## config.mk

```make
export PLATFORM = sky130hd
export DESIGN_NAME = regfile_param
export DESIGN_NICKNAME = d
export VERILOG_FILES = /design/src/rtl/regfile_pkg.sv /design/src/rtl/regfile_rd_port.sv /design/src/rtl/regfile_param.sv
export SDC_FILE = /design/constraint.sdc
export NUM_CORES = 2
export LEC_CHECK = 0
export BUFFER_PORTS_ARGS = -buffer_cell sky130_fd_sc_hd__buf_2
export CAP_MARGIN = 5
export CORE_ASPECT_RATIO = 0.9
export CORE_MARGIN = 2
export CORE_UTILIZATION = 55
export DETAILED_ROUTE_END_ITERATION = 6
export HOLD_SLACK_MARGIN = 0.1
export PLACE_DENSITY = 0.79
export SLEW_MARGIN = 20
export SYNTH_ARGS = -nofsm -noshare
export SYNTH_HDL_FRONTEND = slang
export SYNTH_SLANG_ARGS = --single-unit
```

## constraint.sdc

```tcl
create_clock -name Clk -period 86.8 [get_ports Clk]
set_clock_uncertainty 0.2 [all_clocks]
set_input_delay 8.68 -clock Clk [delete_from_list [all_inputs] [get_ports Clk]]
set_output_delay 8.68 -clock Clk [all_outputs]
set_load 0.02 [all_outputs]
```

## src/rtl/regfile_pkg.sv

```systemverilog
// Shared definitions for the parametrised register file: sweep FSM states
// and the default geometry used when the top is instantiated bare.
package regfile_pkg;

  typedef enum logic [0:0] {
    IDLE  = 1'b0,
    SWEEP = 1'b1
  } sweepState_e;

  localparam int DEF_WIDTH = 32;
  localparam int DEF_DEPTH = 32;
  localparam int DEF_NRD   = 2;

endpackage

```

## src/rtl/regfile_rd_port.sv

```systemverilog
// One registered read port of the register file.
// Decodes the read address, returns zero for out-of-range addresses and for
// register 0 when it is hardwired, and registers the result.
// Optional feature: REGFILE_PARAM_BYPASS_EN forwards an accepted write whose
// address matches this port's read address straight to the output register.
module regfile_rd_port import regfile_pkg::*; #(
  parameter int WIDTH   = DEF_WIDTH,
  parameter int DEPTH   = DEF_DEPTH,
  parameter int AW      = $clog2(DEPTH),
  parameter int R0_ZERO = 1
) (
  input  logic             i_clk,
  input  logic             i_rst,
  input  logic [AW-1:0]    i_ra,
  input  logic [WIDTH-1:0] i_mem [DEPTH],
`ifdef REGFILE_PARAM_BYPASS_EN
  input  logic             i_wrAccept,
  input  logic [AW-1:0]    i_wa,
  input  logic [WIDTH-1:0] i_wd,
`endif
  output logic [WIDTH-1:0] o_rd
);

  localparam logic [AW:0] DEPTH_EXT = (AW+1)'(DEPTH);

  logic             w_inRange;
  logic             w_isZero;
  logic [WIDTH-1:0] w_rdNext;
  logic [WIDTH-1:0] r_rd;

  assign w_inRange = ({1'b0, i_ra} < DEPTH_EXT);
  assign w_isZero  = (R0_ZERO != 0) && (i_ra == '0);

  // Select the value this port will present after the next edge.
  always_comb begin
    w_rdNext = '0;
    if (w_inRange && !w_isZero) begin
      w_rdNext = i_mem[i_ra];
    end
`ifdef REGFILE_PARAM_BYPASS_EN
    // Accepted writes are already in range and never target a hardwired r0.
    if (i_wrAccept && (i_wa == i_ra)) begin
      w_rdNext = i_wd;
    end
`endif
  end

  // Output register giving the one-cycle read latency.
  always_ff @(posedge i_clk or posedge i_rst) begin
    if (i_rst) begin
      r_rd <= '0;
    end else begin
      r_rd <= w_rdNext;
    end
  end

  assign o_rd = r_rd;

endmodule

```

## src/rtl/regfile_param.sv

```systemverilog
// Parametrised multi-read-port register file with registered reads, optional
// hardwired-zero register 0 and a hardware sweep-clear sequencer.
// Optional feature: define REGFILE_PARAM_BYPASS_EN for write-to-read
// forwarding on every read port.
module regfile_param import regfile_pkg::*; #(
  parameter int WIDTH   = DEF_WIDTH,
  parameter int DEPTH   = DEF_DEPTH,
  parameter int NRD     = DEF_NRD,
  parameter int R0_ZERO = 1,
  parameter int AW      = $clog2(DEPTH)
) (
  input  logic                 Clk,
  input  logic                 Rst,
  input  logic                 We,
  input  logic [AW-1:0]        Wa,
  input  logic [WIDTH-1:0]     Wd,
  input  logic [NRD*AW-1:0]    Ra,
  output logic [NRD*WIDTH-1:0] Rd,
  input  logic                 Clr,
  output logic                 Busy
);

  localparam logic [AW:0]   DEPTH_EXT = (AW+1)'(DEPTH);
  localparam logic [AW-1:0] LAST_IDX  = AW'(DEPTH-1);

  logic [WIDTH-1:0] r_mem [DEPTH];
  sweepState_e      r_state;
  sweepState_e      w_nextState;
  logic [AW-1:0]    r_cnt;
  logic             w_waInRange;
  logic             w_wrAccept;
  logic             w_sweepLast;

  assign w_waInRange = ({1'b0, Wa} < DEPTH_EXT);
  assign w_wrAccept  = We && (r_state == IDLE) && w_waInRange &&
                       !((R0_ZERO != 0) && (Wa == '0));
  assign w_sweepLast = (r_state == SWEEP) && (r_cnt == LAST_IDX);
  assign Busy        = (r_state == SWEEP);

  // Sweep FSM state register.
  always_ff @(posedge Clk or posedge Rst) begin
    if (Rst) begin
      r_state <= IDLE;
    end else begin
      r_state <= w_nextState;
    end
  end

  // Next state: start a sweep on Clr, return to idle after the last entry; Clr is ignored mid-sweep.
  always_comb begin
    w_nextState = r_state;
    case (r_state)
      IDLE:    if (Clr)         w_nextState = SWEEP;
      SWEEP:   if (w_sweepLast) w_nextState = IDLE;
      default:                  w_nextState = IDLE;
    endcase
  end

  // Sweep counter walks 0..DEPTH-1 while sweeping and rests at 0 otherwise.
  always_ff @(posedge Clk or posedge Rst) begin
    if (Rst) begin
      r_cnt <= '0;
    end else if (r_state == SWEEP) begin
      r_cnt <= w_sweepLast ? '0 : r_cnt + 1'b1;
    end else begin
      r_cnt <= '0;
    end
  end

  // Storage: accepted writes land here, the sweep zeroes one entry per cycle.
  always_ff @(posedge Clk or posedge Rst) begin
    if (Rst) begin
      for (int i = 0; i < DEPTH; i++) begin
        r_mem[i] <= '0;
      end
    end else begin
      if (w_wrAccept) begin
        r_mem[Wa] <= Wd;
      end
      if (r_state == SWEEP) begin
        r_mem[r_cnt] <= '0;
      end
    end
  end

  for (genvar g = 0; g < NRD; g++) begin : g_rdPort
    regfile_rd_port #(
      .WIDTH   (WIDTH),
      .DEPTH   (DEPTH),
      .AW      (AW),
      .R0_ZERO (R0_ZERO)
    ) u_rdPort (
      .i_clk      (Clk),
      .i_rst      (Rst),
      .i_ra       (Ra[g*AW +: AW]),
      .i_mem      (r_mem),
`ifdef REGFILE_PARAM_BYPASS_EN
      .i_wrAccept (w_wrAccept),
      .i_wa       (Wa),
      .i_wd       (Wd),
`endif
      .o_rd       (Rd[g*WIDTH +: WIDTH])
    );
  end

endmodule

```

After elaboration in Yosys (flattened, before gate mapping):

Index checks and enable logic that the tools add are counted.

* mux-type cells: 20
* $mul: 0
* div/mod/pow operators: 0
* reduce and logical (&&, ||, !) cells: 9
* magnitude comparators: 6
* bitwise gates (word level): 7
* equal/unequal tests: 1
* add/sub/neg operators: 1
* shift-type cells: 0

Operators with widths (count)
* 1024-bit two-way mux: 2
* 1024-bit AND: 1
* 1024-bit bitwise mux: 1
* 1024-bit inverter: 1
* 32-bit binary-select mux with 5-bit select: 2
* 32-bit demux with 5-bit select: 2
* 32-bit two-way mux: 8
* 6-bit >= comparator (second input constant): 4
* 5-bit inverter with 6-bit output: 4
* 5-bit logical NOT: 3
* 6-bit by 1-bit < comparator with 1-bit output (second input constant): 2
* 5-bit two-way mux: 2
* 5-bit by 1-bit adder with 5-bit output (second input constant): 1
* 5-bit equality test (second input constant): 1
* 1-bit logical AND: 5
* 1-bit two-way mux: 2
* 1-bit case mux with 2 select lines: 1
* 1-bit logical NOT: 1
* 1-bit inverter: 1

* bits in writable memories: 0
* output and inout port bits: 65
* ROM bits: 0
* memories: 0
* bits in latches: 0
* register bits after elaboration: 1094
* input bits: 51

Logic depth before layout (Yosys ltp):

* depth in word-level cells: 9
* gate-level depth with buffers: 9
* gate-level depth less buffers: 5

Cells and area by module:

From an unflattened synthesis, not the netlist that was laid out.

* cell total of the unflattened synthesis: 6162
* area, all modules: 62293.5 µm²

By module, submodules not included
* regfile_param: cells each 4768, instances 1, seq. area each 25774.7 µm², area each 43945.9 µm²
* regfile_rd_port: cells each 697, instances 2, seq. area each 800.8 µm², area each 9173.8 µm²

Worst setup path before layout:

OpenSTA, ideal clock, no wires.

* path type: input-to-reg
* start: input port Ra[6]
* end: register g_rdPort[1].u_rdPort.r_rd[10]
* library setup time: 0.126 ns
* arrival: 10.167 ns
* setup slack: 76.307 ns
* path buffers: 3
* cell stages on the path: 7
* path through: buf_2 > buf_2 > buf_2 > mux4_2 > nor2b_1 > a211oi_1 > nor3_1

* longest elaborated chain between the ends: 5
* elaborated cells between the ends (all ways): 6

RTL lines
* start: declaration: RTL line regfile_param.sv:17 `input logic [NRD*AW-1:0] Ra,`
* 5-bit inverter with 6-bit output (not written as such): RTL line regfile_rd_port.sv:38 `w_rdNext = i_mem[i_ra];`
* 32-bit binary-select mux with 5-bit select: RTL line regfile_rd_port.sv:38
* 32-bit two-way mux (not written as such) (2 in series): RTL line regfile_rd_port.sv:38
* 32-bit two-way mux *: RTL line regfile_rd_port.sv:37 `if (w_inRange && !w_isZero) begin`
* net g_rdPort[1].u_rdPort.w_rdNext[10]: RTL line regfile_rd_port.sv:28 `logic [WIDTH-1:0] w_rdNext;`
* end signal: assignment: RTL line regfile_rd_port.sv:53 `r_rd <= w_rdNext;`
* end: declaration: RTL line regfile_rd_port.sv:29 `logic [WIDTH-1:0] r_rd;`

The timed path passes the listed nets; every way through them passes the cells marked *. The select of a mux whose other input is x is not followed.

Worst setup path after layout:

* start: input port Ra[1]
* end: register g_rdPort[0].u_rdPort.r_rd[15]

* longest elaborated chain between the ends: 5
* elaborated cells between the ends (all ways): 6

RTL lines (RTL line)
* 5-bit inverter with 6-bit output (not written as such): regfile_rd_port.sv:38
* 32-bit binary-select mux with 5-bit select: regfile_rd_port.sv:38
* 32-bit two-way mux (not written as such) (2 in series): regfile_rd_port.sv:38
* 32-bit two-way mux *: regfile_rd_port.sv:37
* net g_rdPort[0].u_rdPort.w_rdNext[15]: regfile_rd_port.sv:28
* end signal: assignment: regfile_rd_port.sv:53
* end: declaration: regfile_rd_port.sv:29

Marked as above.

==> flow_metrics.py <==
metrics = {
    "logic_synthesis": {
        "synth_top_flop_cell": "dfrtp_1",
        "synth-seq-cells": 1094,
        "synth_cell_type_count": 42,
        "synth_top_area_cell": "dfrtp_1",
        "synth_mux_area_share_pct": 20.8,
        "synthXorXnorAreaFrac_pct": 0.0299,
        "synth_top_family_by_area": "multiplexers",
        "synth_compound_area_share_pct": 12.5,
        "yosysWarnings": 0,
        "ys_top_cells_by_area": "dfrtp_1 (47%), mux4_2 (18%), nand2_1 (13%), a21oi_1 (9.0%), clkbuf_1 (2.5%)",
        "async_reset_ff_share_pct": 100,
        "syn_avg_cell_area_um2": 9.97,
        "synth.top_cell.area_share_pct": 46.7,
        "synth-simple-area-share_pct": 15.2,
        "syn_area_mm2": 0.0586,
        "synth_seq_area_share_pct": 46.7,
        "synth_edf_count": 0,
        "synth_adder_area_share_pct": 0.107,
        "synth_cells": 5882,
        "syn-num-nets": 5938,
    },
    "setup_path": {
        "path_delay_family": "buffers and inverters",
        "critPathKind": "in -> reg",
        "cp-start-kind": "input pin",
        "reg2regPathDepth": 5,
        "cp_max_fo": 103,
        "path_depth": 7,
        "timing.critical_path.buf_inv": 3,
        "crit_chain": "buf_8, buf_4, buf_12, mux4_2, a22o_1, nor3_1, nor4_1",
        "cp.required_ns": 87.16,
        "arrival_ns": 12.52,
        "critPathCaptureType": "flip-flop",
        "cp_slowest_cell": "buf_4",
        "slowest_delay_ns": 0.84,
    },
    "die": {
        "floorplan.io_pins": 116,
        "die_area_mm2": 0.109,
        "core_mm2": 0.106,
        "die_w_um": 348,
        "num_rows": 113,
        "fp.dieH_um": 314,
        "start_util_pct": 55.5,
    },
    "clock_network": {
        "cts_tree": "done",
        "cts-root-buf": "clkbuf_16",
        "cts_sinks": 1094,
        "clk_pin_slew_ns": 0.07,
        "htree_levels": 3,
        "hold_buffers": 0,
        "ctsResizeCount": 0,
        "numCtsBuffers": 106,
        "cts_buffer_depth": 3,
        "post-cts-setup-buffers": 0,
        "clkLatencyLatePin_ns": 0.73,
    },
    "pwr": {
        "p_int_w": 0.000872,
        "p_leak_nw": 26.4,
        "p_per_area_mw_per_mm2": 19.5,
        "ir_drop_uv": 20.2,
        "pwr-share-seq_pct": 45.1,
        "comb_power_share_pct": 14.2,
        "sw_frac_of_total_pct": 29.4,
        "clkPwrFrac_pct": 40.6,
        "switching_power_w": 0.000363,
    },
    "placed_design": {
        "pre_cts_ws_ns": 74.22,
        "placed_cell_area_mm2": 0.0597,
        "dp_cells": 6908,
        "portBuffers": 115,
        "gp_congestion": 0.944,
        "place_hpwl_mm": 126,
    },
    "outcome": {
        "status": "finished with violations",
        "violations": "design-rule violations",
    },
    "routing": {
        "vias": 53200,
        "drtPass1Iterations": 7,
        "routedWlPerCell_um": 32.8,
        "drt_iter0_drc": 9135,
        "ant_nets": 0,
        "drt_drc_violations_left": 9,
        "routed_wl_mm": 233,
        "via_per_inst": 7.47,
    },
    "sta": {
        "rsz0062_at_grt": "false",
        "fin_tns_setup_ns": 0,
        "tightest_slew_ns": 1.20,
        "finalWorstSetupSlack_ns": 74.64,
        "fin_crit_ns": 12.16,
        "setup_violations": 0,
        "slew_violations": 0,
        "finalCritPeriodShare_pct": 14.0,
        "finalHoldViolCount": 0,
        "maxSlewHeadroom_pct": 19.5,
        "fmax_mhz": 82.2,
    },
    "global_routing": {
        "antenna_found_initial": 23,
        "grt_pass1_vias": 53600,
        "overflow": 0,
        "grt_usage_pct": 42.7,
        "grt_pass1_wl_mm": 342,
        "grt_max_degree": 125,
    },
    "layout": {
        "final_area_mm2": 0.0635,
        "drive_above_1_share_pct": 17.0,
        "final_nets": 5692,
        "area_growth_pct": 8.26,
        "mostFrequentLayoutCell": "nand2_1",
        "final_cell_mix": "nand2_1 (2003), dfrtp_1 (1094), a21oi_1 (1050)",
        "stdcell_count": 7120,
    },
    "worst_hold_path": {
        "hold_path.class": "reg -> reg",
        "whs_path_depth": 1,
    },
    "run": {
        "max-cap-violations": 0,
    },
}
==> cell type report <==
cell class / count / area [um^2]
Tap cell: 1380 / 1730
Multi-Input combinational cell: 4174 / 28900
Inverter: 6 / 30.0
Sequential cell: 1094 / 27400
Clock inverter: 42 / 578
Fill cell: 8274 / 42200
Clock buffer: 152 / 3140
Antenna cell: 18 / 45.0
Timing Repair Buffer: 254 / 1700
==> sequential cells by signal, summed over array words and instances (netlist names) <==
name                    cells
Busy                        1
g_rdPort.u_rdPort.o_rd     64
r_cnt                       5
r_mem                    1024
==> power by group through the flow <==
stage	Sequential (W)	Combinational, W	Clock [W]
final	0.000557	0.000176	0.000502
after global routing	0.000558	0.000178	0.000519
after CTS	0.000555	0.000165	0.000498
after detailed placement	0.000564	0.000164	0
after global placement	0.000563	0.000160	0
after floorplan	0.000558	0.000103	0
==> metrics by stage <==
stage / power, W / util [%] / hold slack [ns]
finish: 0.00123 / 60.1 / 0.316
global placement: 0.000723 / 56.5 / 0.287
CTS: 0.00122 / 60.0 / 0.311
detailed placement: 0.000728 / 56.5 / 0.293
floorplan: 0.000661 / - / 0.267
global route: 0.00126 / 60.1 / 0.324
==> synthesized netlist by cell type, drive strengths merged, types with 3 or more instances <==
| cell | n |
|---|---|
| mux4 | 477 |
| inv | 6 |
| ha | 5 |
| buf | 222 |
| or3 | 7 |
| nor2 | 44 |
| a211oi | 93 |
| nand2b | 11 |
| and3 | 7 |
| o221ai | 61 |
| mux2i | 144 |
| and2 | 46 |
| nor2b | 32 |
| o22ai | 3 |
| nor3 | 43 |
| a21oi | 1050 |
| clkbuf | 386 |
| nand2 | 2004 |
| nor4 | 6 |
| nor4b | 3 |
| nand3b | 7 |
| dfrtp | 1094 |
| a22o | 96 |
| nand3 | 19 |
==> worst paths after layout <==
path | startpoint | to | slack, ns
min reg2reg | r_mem[1014]$_DFF_PP0_ | r_mem[1014]$_DFF_PP0_ | 0.32
max in group asynchronous | Rst | r_mem[291]$_DFF_PP0_ | 75.04
min | r_mem[1014]$_DFF_PP0_ | r_mem[1014]$_DFF_PP0_ | 0.32
max reg2reg | Busy$_DFF_PP0_ | r_mem[649]$_DFF_PP0_ | 83.94
max | Ra[1] | g_rdPort[0].u_rdPort.o_rd[15]$_DFF_PP0_ | 74.64
min in group asynchronous | Rst | r_mem[923]$_DFF_PP0_ | 7.89
==> metal layers <==
layer,GRT usage (%),routed length [um],vias to the layer above
met4,29.1,21200,26
met5,3.21,432,-
met2,57.5,92500,5692
met3,23.4,47400,1735
met1,52.0,71900,25600
li1,-,-,20100
==> cells by family (layout without fill, tap and decap cells) <==
kind of cell    after synthesis  count (layout)
compound gates             1304            1304
buf+inv                     614             454
xor+xnor                      2               2
flops                      1094            1094
other cells                   0              18
simple gates               2242            2242
mux                         621             621
fa+ha+maj                     5               5
(Power assumes the default switching activity.)
